[config.mk]
export PLATFORM = sky130hd
export DESIGN_NAME = apb_pvt_sensor
export DESIGN_NICKNAME = d
export VERILOG_FILES = /design/src/rtl/pvt_pkg.sv /design/src/rtl/pvt_sensor_model.sv /design/src/rtl/apb_pvt_sensor.sv
export SDC_FILE = /design/constraint.sdc
export NUM_CORES = 2
export LEC_CHECK = 0
export ABC_CLOCK_PERIOD_IN_PS = 2700
export CORE_MARGIN = 2
export CORE_UTILIZATION = 50
export CTS_CLUSTER_DIAMETER = 50
export DETAILED_ROUTE_END_ITERATION = 12
export GPL_TIMING_DRIVEN = 0
export HOLD_SLACK_MARGIN = 0.05
export PLACE_DENSITY = 0.72
export SETUP_SLACK_MARGIN = 0.5
export SLEW_MARGIN = 20
export SYNTH_ARGS = -nofsm -noshare
export SYNTH_HDL_FRONTEND = slang
export SYNTH_SLANG_ARGS = --single-unit
[constraint.sdc]
create_clock -name s_apb_clk -period 2.7 [get_ports s_apb_clk]
set_input_delay 0.54 -clock s_apb_clk [delete_from_list [all_inputs] [get_ports s_apb_clk]]
set_output_delay 0.54 -clock s_apb_clk [all_outputs]
set_load 0.03 [all_outputs]
[src/rtl/pvt_pkg.sv]
// Shared definitions for the APB PVT sensor block: register map offsets, bit positions,
// sensor FSM states and the saturating result helper.
package pvt_pkg;

  localparam int RES_W = 10;
  localparam logic [RES_W-1:0] RES_MAX = '1;

  // Word offsets inside a four-word register group.
  localparam logic [1:0] OFF_CTRL   = 2'd0;
  localparam logic [1:0] OFF_STATUS = 2'd1;
  localparam logic [1:0] OFF_TCAL   = 2'd2;
  localparam logic [1:0] OFF_DATA   = 2'd3;

  localparam int CTRL_P_EN = 0;
  localparam int CTRL_V_EN = 1;
  localparam int CTRL_T_EN = 2;

  localparam int STATUS_VALID_LSB   = 0;
  localparam int STATUS_PRESENT_LSB = 16;

  localparam int DATA_P_LSB = 0;
  localparam int DATA_V_LSB = 10;
  localparam int DATA_T_LSB = 20;

  typedef enum logic [1:0] {
    S_IDLE  = 2'd0,
    S_COUNT = 2'd1,
    S_CONV  = 2'd2
  } sensor_state_e;

  function automatic logic [RES_W-1:0] sat_add(input logic [RES_W-1:0] a,
                                               input logic [RES_W-1:0] b);
    logic [RES_W:0] sum;
    sum = {1'b0, a} + {1'b0, b};
    return sum[RES_W] ? RES_MAX : sum[RES_W-1:0];
  endfunction

endpackage

[src/rtl/pvt_sensor_model.sv]
// Behavioural model of one P, V or T sensor: counts enabled cycles, then after a fixed
// conversion latency publishes min(count + offset, max) with a valid flag.
module pvt_sensor_model
  import pvt_pkg::*;
#(
  parameter int SENSOR_LATENCY = 8
) (
  input  logic             clk,
  input  logic             rst_n,
  input  logic             en_i,
  input  logic [RES_W-1:0] offset_i,
  output logic             valid_o,
  output logic [RES_W-1:0] result_o
);

  localparam int TW = $clog2(SENSOR_LATENCY + 1);
  localparam logic [TW-1:0] LAT = TW'(SENSOR_LATENCY);

  sensor_state_e    state_q, state_d;
  logic [RES_W-1:0] count_q, count_d;
  logic [TW-1:0]    timer_q, timer_d;
  logic             valid_q, valid_d;
  logic [RES_W-1:0] result_q, result_d;

  // NOTE: every variable gets its hold value first so no path through the case infers a latch.
  always_comb begin
    state_d  = state_q;
    count_d  = count_q;
    timer_d  = timer_q;
    valid_d  = valid_q;
    result_d = result_q;
    case (state_q)
      S_IDLE: begin
        if (en_i) begin
          state_d = S_COUNT;
          count_d = '0;
          valid_d = 1'b0;
        end
      end
      S_COUNT: begin
        if (en_i) begin
          if (count_q != RES_MAX) count_d = count_q + 1'b1;
        end else begin
          state_d = S_CONV;
          timer_d = LAT;
        end
      end
      S_CONV: begin
        if (en_i) begin
          // Re-enable mid-conversion discards the pending result and restarts counting.
          state_d = S_COUNT;
          count_d = '0;
          valid_d = 1'b0;
        end else if (timer_q <= TW'(1)) begin
          state_d  = S_IDLE;
          timer_d  = '0;
          result_d = sat_add(count_q, offset_i);
          valid_d  = 1'b1;
        end else begin
          timer_d = timer_q - 1'b1;
        end
      end
      default: state_d = S_IDLE;
    endcase
  end

  // NOTE: sequential state is assigned with <= so all flops update together at the edge.
  always_ff @(posedge clk or negedge rst_n) begin
    if (!rst_n) begin
      state_q  <= S_IDLE;
      count_q  <= '0;
      timer_q  <= '0;
      valid_q  <= 1'b0;
      result_q <= '0;
    end else begin
      state_q  <= state_d;
      count_q  <= count_d;
      timer_q  <= timer_d;
      valid_q  <= valid_d;
      result_q <= result_d;
    end
  end

  assign valid_o  = valid_q;
  assign result_o = result_q;

endmodule

[src/rtl/apb_pvt_sensor.sv]
// APB3 slave exposing NO_OF_GROUPS CTRL/STATUS/TCAL/DATA register groups over PVT sensor models.
// Define APB_WAIT_STATE_EN to insert one wait state into every access phase.
module apb_pvt_sensor
  import pvt_pkg::*;
#(
  parameter int NO_OF_PSENSORS = 10,
  parameter int NO_OF_VSENSORS = 4,
  parameter int NO_OF_TSENSORS = 8,
  parameter int NO_OF_GROUPS   = 10,
  parameter int SENSOR_LATENCY = 8,
  localparam int AW = $clog2(NO_OF_GROUPS * 4)
) (
  input  logic          s_apb_clk,
  input  logic          s_apb_rstn,
  input  logic [AW+1:0] s_apb_addr,
  input  logic          s_apb_sel,
  input  logic          s_apb_enable,
  input  logic          s_apb_write,
  input  logic [31:0]   s_apb_wdata,
  input  logic [3:0]    s_apb_wstrb,
  output logic [31:0]   s_apb_rdata,
  output logic          s_apb_ready,
  output logic          s_apb_slverr
);

  localparam int GW = AW - 2;

  logic [AW-1:0] word;
  logic [GW-1:0] group;
  logic [1:0]    offset;
  logic          access, in_range, err, wr_en;
  logic [31:0]   rd_word;
  logic          unused_ok;

  assign word      = s_apb_addr[AW+1:2];
  assign group     = word[AW-1:2];
  assign offset    = word[1:0];
  assign access    = s_apb_sel & s_apb_enable;
  assign in_range  = {1'b0, word} < (AW + 1)'(NO_OF_GROUPS * 4);
  assign err       = ~in_range | (s_apb_write & ((offset == OFF_STATUS) | (offset == OFF_DATA)));
  assign unused_ok = ^{s_apb_wstrb, s_apb_addr[1:0]};

`ifdef APB_WAIT_STATE_EN
  logic wait_q, wait_d;

  assign wait_d      = access & ~wait_q;
  assign s_apb_ready = access & wait_q;

  always_ff @(posedge s_apb_clk or negedge s_apb_rstn) begin
    if (!s_apb_rstn) wait_q <= 1'b0;
    else             wait_q <= wait_d;
  end
`else
  assign s_apb_ready = access;
`endif

  assign wr_en        = access & s_apb_ready & s_apb_write & ~err;
  assign s_apb_slverr = access & err;
  assign s_apb_rdata  = (access & ~err & ~s_apb_write) ? rd_word : 32'h0;

  logic [31:0] ctrl_q [NO_OF_GROUPS];
  logic [31:0] ctrl_d [NO_OF_GROUPS];
  logic [31:0] tcal_q [NO_OF_GROUPS];
  logic [31:0] tcal_d [NO_OF_GROUPS];

  always_comb begin
    ctrl_d = ctrl_q;
    tcal_d = tcal_q;
    for (int g = 0; g < NO_OF_GROUPS; g++) begin
      if (wr_en && group == GW'(g)) begin
        if (offset == OFF_CTRL) ctrl_d[g] = s_apb_wdata;
        if (offset == OFF_TCAL) tcal_d[g] = s_apb_wdata;
      end
    end
  end

  // NOTE: the register arrays are ordinary flops with an observable reset value, so they are
  // reset explicitly rather than left to power-up state like a RAM.
  always_ff @(posedge s_apb_clk or negedge s_apb_rstn) begin
    if (!s_apb_rstn) begin
      for (int g = 0; g < NO_OF_GROUPS; g++) begin
        ctrl_q[g] <= '0;
        tcal_q[g] <= '0;
      end
    end else begin
      ctrl_q <= ctrl_d;
      tcal_q <= tcal_d;
    end
  end

  logic [NO_OF_GROUPS-1:0] p_valid, v_valid, t_valid;
  logic [RES_W-1:0]        p_res [NO_OF_GROUPS];
  logic [RES_W-1:0]        v_res [NO_OF_GROUPS];
  logic [RES_W-1:0]        t_res [NO_OF_GROUPS];

  for (genvar g = 0; g < NO_OF_GROUPS; g++) begin : g_grp
    if (g < NO_OF_PSENSORS) begin : g_p
      pvt_sensor_model #(.SENSOR_LATENCY(SENSOR_LATENCY)) u_sensor (
        .clk(s_apb_clk), .rst_n(s_apb_rstn), .en_i(ctrl_q[g][CTRL_P_EN]),
        .offset_i({RES_W{1'b0}}), .valid_o(p_valid[g]), .result_o(p_res[g]));
    end else begin : g_p_absent
      assign p_valid[g] = 1'b0;
      assign p_res[g]   = '0;
    end

    if (g < NO_OF_VSENSORS) begin : g_v
      pvt_sensor_model #(.SENSOR_LATENCY(SENSOR_LATENCY)) u_sensor (
        .clk(s_apb_clk), .rst_n(s_apb_rstn), .en_i(ctrl_q[g][CTRL_V_EN]),
        .offset_i({RES_W{1'b0}}), .valid_o(v_valid[g]), .result_o(v_res[g]));
    end else begin : g_v_absent
      assign v_valid[g] = 1'b0;
      assign v_res[g]   = '0;
    end

    // Only the temperature path applies the TCAL offset.
    if (g < NO_OF_TSENSORS) begin : g_t
      pvt_sensor_model #(.SENSOR_LATENCY(SENSOR_LATENCY)) u_sensor (
        .clk(s_apb_clk), .rst_n(s_apb_rstn), .en_i(ctrl_q[g][CTRL_T_EN]),
        .offset_i(tcal_q[g][RES_W-1:0]), .valid_o(t_valid[g]), .result_o(t_res[g]));
    end else begin : g_t_absent
      assign t_valid[g] = 1'b0;
      assign t_res[g]   = '0;
    end
  end

  always_comb begin
    rd_word = '0;
    for (int g = 0; g < NO_OF_GROUPS; g++) begin
      if (group == GW'(g)) begin
        case (offset)
          OFF_CTRL: rd_word = ctrl_q[g];
          OFF_STATUS: begin
            rd_word[STATUS_VALID_LSB +: 3]   = {t_valid[g], v_valid[g], p_valid[g]};
            rd_word[STATUS_PRESENT_LSB +: 3] = {g < NO_OF_TSENSORS, g < NO_OF_VSENSORS,
                                                g < NO_OF_PSENSORS};
          end
          OFF_TCAL: rd_word = tcal_q[g];
          default: begin
            rd_word[DATA_P_LSB +: RES_W] = p_res[g];
            rd_word[DATA_V_LSB +: RES_W] = v_res[g];
            rd_word[DATA_T_LSB +: RES_W] = t_res[g];
          end
        endcase
      end
    end
  end

endmodule

==> run_results.csv <==
group,metric,value,unit
detailed_routing,first_iter_violations,5868,
hold_path,holdCritStartpoint,"s_apb_wdata[13]",
critical_path,cp-end-kind,"output port",
run_status,status,"finished, violations left",
place,placed_area,0.0665,mm²
synth,yosysTopAreaCellShare,0.489,
global_routing,grt_usage,0.342,
floorplan,die_area,0.129,mm²
synth,synth_nets,5921,
sta,worst_pin_slew,1260,ps
critical_path,r2r_end,"g_grp[7].g_t.u_sensor.result_o[4]",
critical_path,cp_max_fo,2,
power_and_ir_drop,power_density,650,mW/mm²
cells_and_area,layout-drive-gt1-share,0.297,
floorplan,die_h,360,µm
synth,syn_inst,5718,
sta,fmax,0.295,GHz
synth,ys_warn_count,0,
flow_run,max-cap-violations,0,
global_routing,grt_max_degree,148,
sta,setup_ws,-690,ps
sta,rsz0062_at_grt,"yes",
hold_path,min_path_type,"in -> reg",
cells_and_area,final_cell_mix,"1,208 x dfrtp_1, 688 x mux2_2, 455 x nor2_1",
place,dpl.hpwl,156000,µm
power_and_ir_drop,power_leakage,35.0,nW
sta,setup_violations,32,
synth,syn_avg_cell_area,11.1,µm²
synth,synth_area,0.0632,mm²
cts,cts_buffer_depth,3,
synth,synth-edff-count,0,
sta,relSlewSlack,0.163,
sta,finalHoldViolCount,0,
cts,clk_pin_slew,60,ps
global_routing,grt_pass1_wl,326000,µm
cells_and_area,mostFrequentLayoutCell,"dfrtp_1",
detailed_routing,drc_errors,0,
hold_path,min_path_cells,2,
floorplan,die_w,360,µm
critical_path,worstReg2RegStart,"tcal_q[64]",
critical_path,reg2regPathDepth,11,
detailed_routing,ant_nets,0,
critical_path,r2r_setup_slack,300,ps
synth,ys.flop_type,"dfrtp_1",
global_routing,overflow,0,
floorplan,io-pin-count,83,
synth,synth-seq-cells,1234,
critical_path,crit_path_start_kind,"flop",
power_and_ir_drop,p_total,50.0,mW
floorplan,start_util,0.503,
detailed_routing,wire_per_inst,29.0,µm
floorplan,core,0.126,mm²
cells_and_area,areaGrowthSynthToFinish,21.7,%
critical_path,path_class,"reg -> out",
sta,period_minus_slack,3390,ps
cts,clock-sinks,1234,
synth,synthArstFlopShare,1.00,
sta,drv_slew,0,
cts,clock_latency,800,ps
detailed_routing,vias,50800,
critical_path,cp.required,2160,ps
cells_and_area,fin_nets,6321,
hold_path,whs_endpoint,"ctrl_q[141]",
cts,cts_tree,"built",
cts,root_buffer,"clkbuf_16",
synth,synth_largest_area_cell,"dfrtp_1",
cts,numCtsBuffers,148,
cells_and_area,fin_area,0.0769,mm²
sta,clock_skew,28.8,ps
global_routing,grt_pass1_vias,48600,
synth,ys_seq_area_frac,0.489,
synth,synth.distinct_cells,86,
detailed_routing,routed_wl,229000,µm
detailed_routing,viasPerCell,6.44,
synth,synthTopCellsByArea,"dfrtp_1 49%, mux2_2 12%, mux2i_1 4.5%, ha_1 2.9%, nor2_1 2.8%",
place,io_buffers,40,
power_and_ir_drop,ir_drop,681,µV
sta,period_share,1.26,
critical_path,crit_arrival,2850,ps
detailed_routing,first_pass_iters,6,
place,gp_congestion,1.05,
global_routing,antenna_found_initial,24,
cts,htree_num_levels,4,
run_status,violations,"negative setup slack",
floorplan,placementRows,130,
[per-layer routing]
| metal | global-route usage | vias up | part of all wire |
|---|---|---|---|
| met1 | 0.437 | 25700 | 0.38 |
| li1 | - | 21500 | - |
| met5 | 0 | - | 0.00044 |
| met4 | 0.224 | 16 | 0.075 |
| met2 | 0.502 | 2883 | 0.43 |
| met3 | 0.108 | 798 | 0.11 |
[state kept, by name, indices dropped and copies added, names as in the netlist]
| name | count |
|---|---|
| g_grp.g_t.u_sensor.state_q | 16 |
| g_grp.g_v.u_sensor.timer_q | 16 |
| g_grp.g_p.u_sensor.state_q | 20 |
| g_grp.g_p.u_sensor.timer_q | 40 |
| g_grp.g_v.u_sensor.count_q | 40 |
| g_grp.g_v.u_sensor.valid_o | 4 |
| g_grp.g_t.u_sensor.count_q | 80 |
| g_grp.g_t.u_sensor.valid_o | 8 |
| g_grp.g_p.u_sensor.valid_o | 10 |
| g_grp.g_t.u_sensor.result_o | 80 |
| g_grp.g_t.u_sensor.timer_q | 32 |
| g_grp.g_v.u_sensor.result_o | 40 |
| ctrl_q | 320 |
| g_grp.g_v.u_sensor.state_q | 8 |
| g_grp.g_p.u_sensor.result_o | 100 |
| tcal_q | 320 |
| g_grp.g_p.u_sensor.count_q | 100 |
[final cells by class]
| class | instances | area (µm²) |
|---|---|---|
| timing repair buffer | 246 | 2710 |
| fill | 9786 | 48700 |
| clock inverter | 66 | 764 |
| buffer | 349 | 3080 |
| multi-input combinational | 3966 | 32500 |
| tap | 1650 | 2060 |
| inverter | 173 | 649 |
| antenna | 16 | 40.0 |
| sequential | 1234 | 30900 |
| clock buffer | 198 | 4170 |
[cells by family after synthesis]
family                   count (synthesis)  share of synthesized area
AO/OA/AOI/OAI                         1150                      0.117
XOR/XNOR                               138                     0.0191
adder cells (fa/ha/maj)                154                     0.0314
buffers and inverters                  522                     0.0391
flip-flops                            1234                      0.489
multiplexers                          1106                      0.195
AND/OR/NAND/NOR                       1414                      0.109
[worst max-delay path by stage]
stage | depth (start not counted) | slack (ps) | start | end
4_1_cts | 6 | -600 | ctrl_q[128] | s_apb_rdata[0]
3_5_place_dp | 8 | -3140 | s_apb_addr[2] | s_apb_rdata[29]
2_1_floorplan | 10 | 130 | s_apb_addr[3] | s_apb_rdata[4]
3_3_place_gp | 1 | -55000 | s_apb_rstn | g_grp[6].g_p.u_sensor.timer_q[1]
6_report | 6 | -690 | ctrl_q[128] | s_apb_rdata[0]
5_1_grt | 6 | -670 | ctrl_q[128] | s_apb_rdata[0]
[power breakdown]
part	internal [mW]	switching, mW
combinational	3.16	4.33
sequential	20.0	2.15
clock	11.9	8.47
[timing repair]
| action | CTS | global route |
|---|---|---|
| pin swaps | 159 | 141 |
| gates cloned | 5 | 10 |
| endpoints found under the hold margin | 146 | 310 |
| resized for setup | 815 | 245 |
| hold buffers | 2 | 1 |
| setup buffers | 87 | 97 |
| endpoints found under the setup margin | 753 | 1296 |
[synthesized netlist by cell type, types with 79 or more instances]
cell	number
dfrtp_1	1234
mux2_2	693
nor2_1	479
a21oi_1	338
nand2_1	319
mux2i_1	285
o21ai_0	257
clkbuf_1	176
inv_1	173
ha_1	146
o22ai_1	130
nand3_1	128
mux2_1	106
nor3_1	102
buf_4	81
o22a_1	79
[per-stage QoR]
stage / cells / utilization / setup WS (ps) / setup TNS [ps] / hold slack (ps)
global route: 7886 / 0.612 / -674 / -61540 / 298
floorplan: 5718 / - / 130 / 0 / 244
detailed placement: 7417 / 0.530 / -3140 / -420150 / 408
global placement: 7408 / 0.528 / -55000 / - / 463
CTS: 7775 / 0.595 / -602 / -12020 / 235
finish: 7898 / 0.612 / -690 / -15490 / 287
[worst max-delay path: stages, from the launching register on]
cell and delay (ps):
dfrtp_1 390, buf_6 120, mux4_2 500, mux2i_4 330
a2111oi_4 170, a32o_2 350, buf_6 170
(Power assumes the default switching activity.)
